## config.mk

```make
export PLATFORM = sky130hd
export DESIGN_NAME = qam_symbol_framer
export DESIGN_NICKNAME = d
export VERILOG_FILES = /design/src/rtl/qam_symbol_framer.sv
export SDC_FILE = /design/constraint.sdc
export NUM_CORES = 1
export LEC_CHECK = 0
export CORE_UTILIZATION = 58
export CTS_CLUSTER_DIAMETER = 50
export CTS_CLUSTER_SIZE = 25
export DETAILED_ROUTE_END_ITERATION = 10
export PLACE_DENSITY = 0.77
export SLEW_MARGIN = 0
export SYNTH_ARGS = -nofsm -noshare
export SYNTH_HDL_FRONTEND = slang
export SYNTH_SLANG_ARGS = --single-unit
```

## constraint.sdc

```tcl
create_clock -name clk -period 3.2 [get_ports clk]
set_input_delay 0.48 -clock clk [delete_from_list [all_inputs] [get_ports clk]]
set_output_delay 0.48 -clock clk [all_outputs]
set_load 0.1 [all_outputs]
```

## src/rtl/qam_symbol_framer.sv

```systemverilog
// Byte-to-symbol framer for the QAM mixer: buffers bytes in a small FIFO and emits
// preamble + payload 2-bit symbols, each held for SYM_PERIOD clocks.
module qam_symbol_framer #(
  parameter int         SYM_PERIOD   = 1000,
  parameter int         PREAMBLE_LEN = 8,
  parameter int         FIFO_DEPTH   = 4,
  parameter logic [1:0] IDLE_SYMBOL  = 2'b00
) (
  input  logic                          clk,
  input  logic                          rst,
  input  logic [7:0]                    in_data,
  input  logic                          in_last,
  input  logic                          in_valid,
  output logic                          in_ready,
  output logic [1:0]                    sym_out,
  output logic                          sym_strobe,
  output logic                          frame_active,
  output logic                          underrun,
  output logic [$clog2(FIFO_DEPTH):0]   fifo_level
);

  localparam int CNT_W = $clog2(SYM_PERIOD);
  localparam int PTR_W = $clog2(FIFO_DEPTH);
  localparam int LVL_W = PTR_W + 1;
  localparam int PRE_W = $clog2(PREAMBLE_LEN + 1);

  localparam logic [CNT_W-1:0] CNT_MAX  = CNT_W'(SYM_PERIOD - 1);
  localparam logic [LVL_W-1:0] DEPTH_L  = LVL_W'(FIFO_DEPTH);
  localparam logic [PRE_W-1:0] PRE_LAST = PRE_W'(PREAMBLE_LEN);

  typedef enum logic [1:0] {
    ST_IDLE = 2'd0,
    ST_PRE  = 2'd1,
    ST_PAY  = 2'd2
  } state_t;

  state_t            state_q, state_d;
  logic [CNT_W-1:0]  cnt_q, cnt_d;
  logic              tick;

  logic [8:0]        mem_q [FIFO_DEPTH];
  logic [PTR_W-1:0]  wr_ptr_q, rd_ptr_q;
  logic [LVL_W-1:0]  level_q, level_d;
  logic [8:0]        head;
  logic              fifo_empty;
  logic              push, pop;

  logic [1:0]        sym_q, sym_d;
  logic              strobe_q;
  logic              underrun_q, underrun_d;
  logic [PRE_W-1:0]  pre_q, pre_d;
  logic [1:0]        pair_q, pair_d;
  logic [7:0]        sh_q, sh_d;
  logic              last_q, last_d;
  logic              fetch;

  // Symbol timing: everything symbol-related advances only on tick
  assign tick  = (cnt_q == CNT_MAX);
  assign cnt_d = tick ? '0 : cnt_q + CNT_W'(1);

  always_ff @(posedge clk or negedge rst) begin
    if (!rst) begin
      cnt_q <= '0;
    end else begin
      cnt_q <= cnt_d;
    end
  end

  // Input FIFO; readiness comes from the registered level so a full FIFO
  // refuses a beat even on the cycle it pops
  assign fifo_empty = (level_q == '0);
  assign in_ready   = rst & (level_q < DEPTH_L);
  assign push       = in_valid & in_ready;
  assign head       = mem_q[rd_ptr_q];

  always_comb begin
    level_d = level_q;
    case ({push, pop})
      2'b10:   level_d = level_q + LVL_W'(1);
      2'b01:   level_d = level_q - LVL_W'(1);
      default: level_d = level_q;
    endcase
  end

  always_ff @(posedge clk) begin
    if (push) begin
      mem_q[wr_ptr_q] <= {in_last, in_data};
    end
  end

  always_ff @(posedge clk or negedge rst) begin
    if (!rst) begin
      wr_ptr_q <= '0;
      rd_ptr_q <= '0;
      level_q  <= '0;
    end else begin
      if (push) wr_ptr_q <= wr_ptr_q + PTR_W'(1);
      if (pop)  rd_ptr_q <= rd_ptr_q + PTR_W'(1);
      level_q <= level_d;
    end
  end

  // FSM state register
  always_ff @(posedge clk or negedge rst) begin
    if (!rst) begin
      state_q <= ST_IDLE;
    end else begin
      state_q <= state_d;
    end
  end

  // FSM next state; a failed fetch keeps the frame open in PAYLOAD
  always_comb begin
    state_d = state_q;
    if (tick) begin
      case (state_q)
        ST_IDLE: if (!fifo_empty)                   state_d = ST_PRE;
        ST_PRE:  if (pre_q == PRE_LAST)             state_d = ST_PAY;
        ST_PAY:  if ((pair_q == 2'd3) && last_q)    state_d = ST_IDLE;
        default:                                    state_d = ST_IDLE;
      endcase
    end
  end

  // FSM outputs: symbol selection, preamble/pair counters and FIFO pop
  always_comb begin
    sym_d      = sym_q;
    pre_d      = pre_q;
    pair_d     = pair_q;
    sh_d       = sh_q;
    last_d     = last_q;
    underrun_d = 1'b0;
    pop        = 1'b0;
    fetch      = 1'b0;
    if (tick) begin
      case (state_q)
        ST_IDLE: begin
          if (!fifo_empty) begin
            sym_d = 2'b11;
            pre_d = PRE_W'(1);
          end else begin
            sym_d = IDLE_SYMBOL;
          end
        end
        ST_PRE: begin
          if (pre_q < PRE_LAST) begin
            sym_d = pre_q[0] ? 2'b00 : 2'b11;
            pre_d = pre_q + PRE_W'(1);
          end else begin
            fetch = 1'b1;
          end
        end
        ST_PAY: begin
          if (pair_q != 2'd3) begin
            sym_d  = sh_q[7:6];
            sh_d   = {sh_q[5:0], 2'b00};
            pair_d = pair_q + 2'd1;
          end else if (last_q) begin
            sym_d = IDLE_SYMBOL;
          end else begin
            fetch = 1'b1;
          end
        end
        default: sym_d = IDLE_SYMBOL;
      endcase
    end
    // Parking at pair 3 with last clear makes every later tick retry the fetch
    if (fetch) begin
      if (!fifo_empty) begin
        pop    = 1'b1;
        sym_d  = head[7:6];
        sh_d   = {head[5:0], 2'b00};
        last_d = head[8];
        pair_d = 2'd0;
      end else begin
        sym_d      = IDLE_SYMBOL;
        underrun_d = 1'b1;
        pair_d     = 2'd3;
        last_d     = 1'b0;
      end
    end
  end

  always_ff @(posedge clk) begin
    sh_q <= sh_d;
  end

  always_ff @(posedge clk or negedge rst) begin
    if (!rst) begin
      sym_q      <= IDLE_SYMBOL;
      strobe_q   <= 1'b0;
      underrun_q <= 1'b0;
      pre_q      <= '0;
      pair_q     <= '0;
      last_q     <= 1'b0;
    end else begin
      sym_q      <= sym_d;
      strobe_q   <= tick;
      underrun_q <= underrun_d;
      pre_q      <= pre_d;
      pair_q     <= pair_d;
      last_q     <= last_d;
    end
  end

  assign sym_out      = sym_q;
  assign sym_strobe   = strobe_q;
  assign underrun     = underrun_q;
  assign frame_active = (state_q != ST_IDLE);
  assign fifo_level   = level_q;

endmodule

```

Word-level counts from Yosys, hierarchy flattened
Memory sizes are Yosys's and may differ from the RTL's.
Cells that the tools add are included.
{"block": "classes", "n_addsub": 7, "n_reduce_logical": 13, "order_cmp": 2, "bitwise": 2, "n_eq_ne": 14, "mux": 40}
{"operator": "8-bit 2-to-1 mux", "n": 5}
{"operator": "2-bit 2-to-1 mux", "n": 16}
{"operator": "2-bit case mux with 3 select lines", "n": 2}
{"operator": "2-bit nonzero test", "n": 6}
{"operator": "1-bit 2-to-1 mux", "n": 11}
{"operator": "10-bit by 1-bit adder with 10-bit output (second input constant)", "n": 1}
{"operator": "10-bit == test (second input constant)", "n": 1}
{"operator": "10-bit 2-to-1 mux", "n": 1}
{"operator": "2-bit inequality test (second input constant)", "n": 5}
{"operator": "4-bit 2-to-1 mux", "n": 2}
{"operator": "4-bit case mux with 2 select lines", "n": 1}
{"operator": "4-bit AND reduction", "n": 2}
{"operator": "2-bit by 1-bit adder with 2-bit output (second input constant)", "n": 3}
{"operator": "2-bit == test (second input constant)", "n": 3}
{"operator": "3-bit case mux with 2 select lines", "n": 1}
{"operator": "3-bit AND reduction", "n": 2}
{"operator": "4-bit by 1-bit adder with 4-bit output (second input constant)", "n": 1}
{"operator": "2-bit by 1-bit == test with 1-bit output (second input constant)", "n": 2}
{"operator": "4-bit == test (second input constant)", "n": 1}
{"operator": "4-bit less-than comparator (second input constant)", "n": 1}
{"operator": "4-bit inequality test (second input constant)", "n": 1}
{"operator": "3-bit by 1-bit adder with 3-bit output (second input constant)", "n": 1}
{"operator": "3-bit zero test", "n": 1}
{"operator": "3-bit less-than comparator (second input constant)", "n": 1}
{"operator": "6 further kinds", "n": 7}
{"block": "totals", "mem_bits_rw": 36, "regBits": 38, "wordCells": 91, "output_inout_bits": 9, "inputBits": 12, "memories": 1}
{"name": "mem_q", "words": 4, "width": 9, "read_ports": 1, "rd_clocked_by_memory_dff": 0, "wr": 1, "line_no": "41", "text": "logic [8:0] mem_q [FIFO_DEPTH];"}

Logic depth before layout (Yosys ltp)
Gate-level depths: netlist of run 1.
{"block": "depth", "ltp_word": 7, "ltp_mapped": 13, "mapped_depth_nobuf": 12}

Worst setup path before layout of run 1
OpenSTA, ideal clock, no wires.
{"block": "synth_timing", "path_type": "reg2reg", "from": "register level_q[2], in the netlist fifo_level[2]", "to": "register level_q[2], in the netlist fifo_level[2]", "t_arrival_ns": 3.519, "path_stages_with_launch": 10, "setup_ns": 0.164, "n_path_buf": 0, "slack_ns": -0.483, "required_time_ns": 3.036, "synth_period_minus_slack_ns": 3.683, "path_cell_list": "dfrtp_1 nor2b_1 and2_1 inv_1 ha_1 inv_1 fa_1 xor2_1 nor2_1 xor2_1"}
{"block": "synth_between", "elab_chain_len": 5, "elab_cells_between_ends": 12, "classes_between": "add/sub: 2; order compare: 1; eq/ne: 2; mux: 3; bitwise: 2; reduce/logical: 2"}
{"element": "start: declaration", "line_no": "43", "text": "logic [LVL_W-1:0] level_q, level_d;"}
{"element": "start signal: assignment", "line_no": "99", "text": "level_q <= level_d;"}
{"element": "3-bit less-than comparator *", "line_no": "72", "text": "assign in_ready = rst & (level_q < DEPTH_L);"}
{"element": "1-bit bitwise AND *", "line_no": "72"}
{"element": "net in_ready", "line_no": "14", "text": "output logic in_ready,"}
{"element": "1-bit bitwise AND *", "line_no": "73", "text": "assign push = in_valid & in_ready;"}
{"element": "2-bit by 1-bit == test with 1-bit output / 2-bit == test (equally long branches)", "line_no": "78", "text": "case ({push, pop})"}
{"element": "3-bit case mux with 2 select lines / 2-bit nonzero test (equally long branches)"}
Mark *: on every way through the listed nets, which the timed path passes. The rest lies on a longest branch.
A chain may end at the register's enable or synchronous reset.

Worst setup path in the final report of run 1
{"block": "layout_timing", "from": "register cnt_q[0]", "to": "register level_q[2], in the netlist fifo_level[2]"}
{"block": "layout_between", "elab_chain_len": 5, "elab_cells_between_ends": 7, "classes_between": "eq/ne: 3; mux: 3; reduce/logical: 1"}
{"element": "start: declaration", "line_no": "38", "text": "logic [CNT_W-1:0] cnt_q, cnt_d;"}
{"element": "start signal: assignment", "line_no": "65", "text": "cnt_q <= cnt_d;"}
{"element": "10-bit == test *", "line_no": "58", "text": "assign tick = (cnt_q == CNT_MAX);"}
{"element": "1-bit 2-to-1 mux *", "line_no": "135", "text": "if (tick) begin"}
{"element": "1-bit 2-to-1 mux *", "line_no": "168", "text": "if (fetch) begin"}
{"element": "net pop", "line_no": "46", "text": "logic push, pop;"}
{"element": "2-bit by 1-bit == test with 1-bit output / 2-bit == test (equally long branches)", "line_no": "78"}
{"element": "3-bit case mux with 2 select lines / 2-bit nonzero test (equally long branches)"}
Marked as above.

==> results.txt, run 1 <==
----------------------------------------------------
[Yosys]
  Xor/xnor share of the synthesized area ... 0.03202
  Portion of synthesized cell area occupied by the leading cell type ... 0.3294
  Number of synthesized register bits ... 74
  Synthesized instance count ... 242
  Number of nets produced by synthesis ... 269
  Post-synth EDFFs ... 36
  Largest family of logic cells by synthesized area ... simple AND/OR/NAND/NOR gates
  Share of the yosys chip area belonging to registers ... 0.6069
  Proportion of register bits with asynchronous set or reset after synthesis ... 0.4054
  Most area-hungry cell type in the Yosys netlist ... sky130_fd_sc_hd__edfxtp_1
  Basic-gate share of the synthesized area counting and, or, nand and nor cells ... 0.1113
  Adder-Cell Fraction of Synth Area ... 0.05947
  Top post-synthesis cells by area ... sky130_fd_sc_hd__edfxtp_1 (33%), sky130_fd_sc_hd__dfrtp_1 (23%), sky130_fd_sc_hd__mux4_2 (6.2%)
  Multiplexer area fraction after synthesis ... 0.09607
  Cell area after synthesis ... 3282 um2
  Complex-gate fraction of the synthesized area ... 0.06176
  Flip-flop cell with the highest count after synthesis ... sky130_fd_sc_hd__edfxtp_1
  Yosys warnings ... 0
  Yosys cell types ... 44
  Average footprint of a synthesized cell ... 13.56 um2

[Cells and area]
  Proportion of layout cells with a drive suffix above 1 ... 0.1345
  Most common library cell in the layout ignoring fill and taps ... sky130_fd_sc_hd__edfxtp_1
  Final cell count without fillers ... 347
  Relative area change from synthesis to final layout ... 16.51%
  Commonest cells after routing, fill and taps aside ... sky130_fd_sc_hd__edfxtp_1 (36), sky130_fd_sc_hd__dfrtp_1 (30), sky130_fd_sc_hd__nand2_1 (15), sky130_fd_sc_hd__nand3_1 (15), sky130_fd_sc_hd__clkdlybuf4s50_1 (15)
  Filler Cell Count ... 385
  Antenna diode instance count ... 0
  Post-layout net count ... 297

[Detailed routing]
  Wire length on met1 ... 2392 um
  Starting DRT DRC Count ... 77
  Routed wire length ... 5556 um
  Detailed-router iteration count before antenna repair ... 4
  Total via count after detailed routing ... 1913
  Metal3 WL ... 163 um
  Post-route DRC ... 0
  Per-cell via count in the routed design ... 5.513
  Number of nets with antenna violations after detailed routing ... 0
  DR WL met2 ... 2931 um
  Highest layer used for signal routing ... met4
  Avg WL per Cell ... 16.01 um

[Clock tree]
  Number of setup buffers added after CTS ... 0
  Number of clock sinks seen by CTS ... 74
  Clock insertion delay at the later pin of the skew report ... 340 ps
  PostCTS Resize Cnt ... 0
  Clock slew at reported path FFs ... 70 ps
  TritonCTS Buffers ... 9
  Number of hold buffers added after CTS ... 0
  Cell at the root of the clock tree ... sky130_fd_sc_hd__clkbuf_8
  TritonCTS clock tree ... built
  H-tree levels ... 3
  Maximum buffer depth of the clock tree ... 2

[Floorplan]
  # rows ... 27
  Number of I/O pins ... 21
  Starting density of the core ... 0.5997
  Width of the die ... 77.22 um
  Area enclosed by the die boundary ... 5963 um2
  DIE HEIGHT ... 77.22 um
  Floorplan Core Area ... 5473 um2

[Global route]
  Vias in the first global route ... 2053
  Aggregate global routing overflow ... 0
  Initial antenna violation count ... 0
  Overall track demand over capacity in global routing ... 0.2143
  Maximum number of pins on one net before global-route repair ... 31
  Global-route wire length before repair ... 9535 um

[Job]
  Reported max-cap violation count ... 0

[STA]
  Slew headroom ... 0.3515
  Count of final hold-check violations ... 0
  Max frequency ... 0.3475 GHz
  RSZ-0062 raised after global routing ... no
  Total of endpoints with negative setup slack in the final report ... 0
  Minimum period implied by the final worst setup slack ... 2878 ps
  Post-Route Hold Slack ... 485.1 ps
  Pin slew with the least headroom to its limit ... 969.7 ps
  Portion of the clock cycle consumed by the worst path in the final layout ... 0.8994
  Total negative setup slack ... 0 ps
  Max-slew violation total from the final report ... 0
  Worst clock skew on the final layout ... 7.349 ps

[Placed design]
  Routability-driven placement congestion ratio ... 0.7337
  Buffers added on ports ... 20
  HPWL Detailed ... 3875 um
  Inst Count DP ... 331

[Setup path]
  Data arrival time of the critical path ... 3150 ps
  Flop2flop setup slack ... 320 ps
  Required @ worst endpoint ... 3470 ps
  Peak fanout along the critical path ... 24
  Critical path startpoint category ... register
  Critical path capture point type ... register
  Start-to-end type of the worst setup path ... reg2reg

[Pwr]
  Cell area power density ... 644.0 nW/um2
  Reported leakage power ... 1.504 nW
  Peak supply drop ... 0.5925 mV

[Worst hold path]
  Path class of the lowest-slack min-delay path ... reg2reg

[Run status]
  Result of the run ... complete, no violations

----------------------------------------------------
-- through the flow --
step | power [mW] | utilization | instance area (um2) | setup WS, ps
floorplan | 1.437 | - | 3284 | 124.0
global placement | 1.552 | 0.6509 | 3562 | 350.9
detailed placement | 1.562 | 0.6509 | 3562 | 208.6
CTS | 2.485 | 0.6978 | 3819 | 207.7
global route | 2.559 | 0.6987 | 3824 | 24.29
finish | 2.462 | 0.6987 | 3824 | 322.0
-- layer usage --
metal	global-route usage	vias up
li1	-	940
met1	0.2626	940
met2	0.3628	23
met3	0.05714	10
met4	0.07925	0
met5	0	-
-- report_power, final --
| part | switching (mW) | leakage [nW] | internal (mW) |
|---|---|---|---|
| Clock | 0.325 | 0.128 | 0.593 |
| Sequential | 0.0509 | 0.784 | 1.07 |
| Combinational | 0.300 | 0.592 | 0.124 |
-- state kept, by name (all words and copies together) (netlist names) --
name and count:
rd_ptr_q 2, sh_q 8, sym_out 2, state_q 2, pre_q 4, pair_q 2, underrun 1, fifo_level 3
mem_q 36, wr_ptr_q 2, sym_strobe 1, last_q 1, cnt_q 10
-- final cells by class --
class	instances	area, um2	share of cell area
Clock buffer	10	127.6	0.03338
Timing Repair Buffer	23	222.7	0.05825
Sequential cell	74	1992	0.5209
Tap cell	72	90.09	0.02356
Clock inverter	6	128.9	0.03370
Inverter	14	65.06	0.01702
Multi-Input combinational cell	148	1197	0.3132
-- worst paths after layout --
check,to,from,depth (start not counted)
max,fifo_level[2]$_DFFE_PN0P_,cnt_q[0]$_DFF_PN0_,12
min,cnt_q[0]$_DFF_PN0_,cnt_q[0]$_DFF_PN0_,1
max reg2reg,fifo_level[2]$_DFFE_PN0P_,cnt_q[0]$_DFF_PN0_,12
min reg2reg,cnt_q[0]$_DFF_PN0_,cnt_q[0]$_DFF_PN0_,1
max in group asynchronous,wr_ptr_q[0]$_DFFE_PN0P_,rst,2
min in group asynchronous,cnt_q[8]$_DFF_PN0_,rst,2
-- worst max-delay path, stage by stage, from the launching register on --
cell	delay (ps)
sky130_fd_sc_hd__dfrtp_1	390
sky130_fd_sc_hd__ha_1	240
sky130_fd_sc_hd__nand4bb_1	200
sky130_fd_sc_hd__or3_4	490
sky130_fd_sc_hd__clkinv_8	130
sky130_fd_sc_hd__nand2_1	120
sky130_fd_sc_hd__clkinv_1	180
sky130_fd_sc_hd__ha_1	210
sky130_fd_sc_hd__inv_1	60
sky130_fd_sc_hd__fa_1	370
sky130_fd_sc_hd__xor2_1	150
sky130_fd_sc_hd__nor2_1	110
sky130_fd_sc_hd__xor2_1	150
-- synth_stat cells (2+ instances only) --
master                     number
sky130_fd_sc_hd__and2_1         3
sky130_fd_sc_hd__buf_6          2
sky130_fd_sc_hd__inv_1         12
sky130_fd_sc_hd__ha_1          14
sky130_fd_sc_hd__o21ai_0       11
sky130_fd_sc_hd__nand3_1       15
sky130_fd_sc_hd__dfxtp_1        8
sky130_fd_sc_hd__mux2_1         2
sky130_fd_sc_hd__o31ai_1        2
sky130_fd_sc_hd__nand2_1       15
sky130_fd_sc_hd__nor3_1         3
sky130_fd_sc_hd__nor2b_1        4
sky130_fd_sc_hd__a21o_1         2
sky130_fd_sc_hd__buf_2          3
sky130_fd_sc_hd__a22o_1         2
sky130_fd_sc_hd__nand4_1        2
sky130_fd_sc_hd__mux4_2         9
sky130_fd_sc_hd__a21oi_1        6
sky130_fd_sc_hd__nand2b_1       2
sky130_fd_sc_hd__xnor2_1        8
sky130_fd_sc_hd__dfrtp_1       30
sky130_fd_sc_hd__nor2_1        10
sky130_fd_sc_hd__a31oi_1        2
sky130_fd_sc_hd__edfxtp_1      36
sky130_fd_sc_hd__and3_1         6
sky130_fd_sc_hd__or3_1          3
sky130_fd_sc_hd__a311o_1        2
sky130_fd_sc_hd__mux2i_1        9
sky130_fd_sc_hd__xor2_1         4
-- cells by family (layout without fill, tap and decap cells) --
family | count (synthesis) | after routing
compound gates | 32 | 32
xor+xnor | 12 | 12
mux | 20 | 20
simple gates | 69 | 69
fa+ha+maj | 15 | 15
flops | 74 | 74
buf+inv | 20 | 53
No activity file was read; power rests on OpenSTA's default activity.
==> run 2, diff against run 1 <==
CORE_MARGIN = 5   (was unset)
MAX_ROUTING_LAYER = met4   (was unset)
TNS_END_PERCENT = 10   (was unset)
==> run 2 against run 1 <==
Against the previous run:
- total power down 5.7%
- critical path depth unchanged
- via count decreased by 0.52%
- largest power group unchanged
- non-clock buffer count unchanged
==> results.txt, run 2 (synthesis gave the netlist of run 1 again) <==
----------------------------------------------------
[Clock tree]
  TritonCTS clock tree ... built
  Clock slew at reported path FFs ... 80 ps (about the same)
  Number of hold buffers added after CTS ... 0 (unchanged)
  H-tree levels ... 3 (unchanged)
  Number of clock sinks seen by CTS ... 74 (unchanged)
  Maximum buffer depth of the clock tree ... 2 (unchanged)
  Number of setup buffers added after CTS ... 0 (unchanged)
  TritonCTS Buffers ... 9 (unchanged)
  Clock insertion delay at the later pin of the skew report ... 340 ps (about the same)
  PostCTS Resize Cnt ... 0 (unchanged)
  Cell at the root of the clock tree ... sky130_fd_sc_hd__clkbuf_8

[Floorplan]
  # rows ... 27 (unchanged)
  Floorplan Core Area ... 5507 um2 (+0.62%)
  Starting density of the core ... 0.5960 (-0.003679)
  Width of the die ... 85.22 um (+10%)
  Area enclosed by the die boundary ... 7262 um2 (+22%)
  DIE HEIGHT ... 85.22 um (+10%)
  Number of I/O pins ... 21 (unchanged)

[Setup path]
  Data arrival time of the critical path ... 3130 ps (-20 ps)
  Cell count of the worst reg-to-reg path ... 12 (unchanged)
  CP startpoint ... cnt_q[0]$_DFF_PN0_
  Flop2flop setup slack ... 330 ps (about the same)
  Endpoint of the worst-slack reg-to-reg timing path ... fifo_level[2]$_DFFE_PN0P_
  Worst path bufs/invs ... 3 (unchanged)
  Longest individual stage delay on the worst path ... 470 ps (-20 ps)
  Cell family with the largest share of critical-path delay ... simple AND/OR/NAND/NOR gates
  Critical path startpoint category ... register
  Critical path capture point type ... register
  FF-to-FF Start ... cnt_q[0]$_DFF_PN0_
  Required @ worst endpoint ... 3460 ps (about the same)
  Max stage delay cell, worst path ... sky130_fd_sc_hd__or3_4
  Critical path, cell by cell ... ha_1 -> nand4bb_1 -> or3_4 -> clkinv_8 -> nand2_1 -> clkinv_1 -> ha_1 -> inv_1 -> fa_1 -> xor2_1 -> nor2_1 -> xor2_1
  Start-to-end type of the worst setup path ... reg2reg
  Peak fanout along the critical path ... 24 (unchanged)

[Global route]
  Aggregate global routing overflow ... 0 (unchanged)
  Global-route wire length before repair ... 9459 um (-0.80%)
  Overall track demand over capacity in global routing ... 0.1740 (-0.04031)
  Initial antenna violation count ... 0 (unchanged)
  Vias in the first global route ... 2014 (-1.9%)
  Maximum number of pins on one net before global-route repair ... 31 (unchanged)

[STA]
  Total of endpoints with negative setup slack in the final report ... 0 (unchanged)
  RSZ-0062 raised after global routing ... no
  Minimum period implied by the final worst setup slack ... 2873 ps (-5.466 ps)
  Slew headroom ... 0.3486 (-0.002912)
  Portion of the clock cycle consumed by the worst path in the final layout ... 0.8977 (-0.001708)
  Max-slew violation total from the final report ... 0 (unchanged)
  Worst clock skew on the final layout ... 12.00 ps (+4.646 ps)
  Total negative setup slack ... 0 ps (unchanged)
  Count of final hold-check violations ... 0 (unchanged)
  Post-Route Hold Slack ... 481.9 ps (-3.244 ps)
  Pin slew with the least headroom to its limit ... 974.1 ps (+4.355 ps)
  Max frequency ... 0.3481 GHz (+0.19%)

[Placed design]
  Routability-driven placement congestion ratio ... 0.8157 (+11%)
  Buffers added on ports ... 20 (unchanged)
  HPWL Detailed ... 3959 um (+2.2%)

[Worst hold path]
  Hold Startpoint ... cnt_q[0]$_DFF_PN0_
  Worst min-delay path endpoint ... cnt_q[0]$_DFF_PN0_
  Path class of the lowest-slack min-delay path ... reg2reg
  Hold depth ... 1 (unchanged)

[Cells and area]
  Top reg by flops ... mem_q
  Proportion of layout cells with a drive suffix above 1 ... 0.1455 (+0.01091)
  Antenna diode instance count ... 0 (unchanged)
  Most common library cell in the layout ignoring fill and taps ... sky130_fd_sc_hd__edfxtp_1
  Relative area change from synthesis to final layout ... 15.17%
  Commonest cells after routing, fill and taps aside ... sky130_fd_sc_hd__edfxtp_1 (36), sky130_fd_sc_hd__dfrtp_1 (30), sky130_fd_sc_hd__nand2_1 (15), sky130_fd_sc_hd__nand3_1 (15), sky130_fd_sc_hd__ha_1 (14)
  Flip-flop count of the largest register after layout ... 36 (unchanged)
  Largest regs ... mem_q (36), cnt_q (10), sh_q (8)
  Filler Cell Count ... 379 (-1.6%)
  Post-layout net count ... 297 (unchanged)

[Pwr]
  Peak supply drop ... 0.5074 mV (-14%)
  Cell area power density ... 614.4 nW/um2 (-4.6%)
  Reported leakage power ... 1.487 nW (-1.1%)

[Detailed routing]
  Routed wire length ... 5497 um (-1.1%)
  Detailed-router iteration count before antenna repair ... 4 (unchanged)
  Total via count after detailed routing ... 1903 (-0.52%)
  Avg WL per Cell ... 15.84 um (-1.1%)
  Per-cell via count in the routed design ... 5.484 (-0.52%)
  Starting DRT DRC Count ... 106 (+38%)
  Post-route DRC ... 0 (unchanged)
  Number of nets with antenna violations after detailed routing ... 0 (unchanged)

[Job]
  Reported max-cap violation count ... 0 (unchanged)

[Run status]
  Result of the run ... complete, no violations

----------------------------------------------------
run 2: cell type report:
class                           count  area (um2)  share of cell area
Clock inverter                      7       93.84             0.02483
Multi-Input combinational cell    148        1197              0.3168
Timing Repair Buffer               23       217.7             0.05760
Tap cell                           72       90.09             0.02383
Clock buffer                        9       123.9             0.03277
Inverter                           14       65.06             0.01721
Sequential cell                    74        1992              0.5270
run 2: worst max path at each step:
stage / slack (ps) / end / cells after the start
after floorplan: 120 / fifo_level[2]$_DFFE_PN0P_ / 9
after global placement: 360 / fifo_level[2]$_DFFE_PN0P_ / 12
after detailed placement: 210 / fifo_level[2]$_DFFE_PN0P_ / 12
after CTS: 200 / fifo_level[2]$_DFFE_PN0P_ / 12
after global routing: 120 / fifo_level[2]$_DFFE_PN0P_ / 12
final: 330 / fifo_level[2]$_DFFE_PN0P_ / 12
run 2: where the power goes:
part | total [mW] | switching [mW] | internal (mW)
Clock | 0.776 | 0.338 | 0.437
Sequential | 1.12 | 0.0486 | 1.07
Combinational | 0.430 | 0.303 | 0.127
run 2: metal layers:
layer  part of all wire  track usage  up-vias
li1                   -            -      942
met1               0.44       0.2111      930
met2               0.51       0.2811       24
met3              0.028      0.03398        7
met4              0.016      0.08058        0
met5                  0            -        -
run 2: stage by stage:
stage               total power, mW  setup WS, ps  area, um2  utilization  cells
finish                        2.322         327.5       3780       0.6864    347
global route                  2.419         120.9       3780       0.6864    347
CTS                           2.348         201.4       3775       0.6855    347
detailed placement            1.572         210.5       3557       0.6460    331
global placement              1.555         359.0       3557       0.6460    331
floorplan                     1.437         124.0       3284            -    242
==> run 3, diff against run 2 <==
CAP_MARGIN = 20   (was unset)
==> results of run 3 <==
The final DEF is identical to that of run 2; final timing and power are the same.
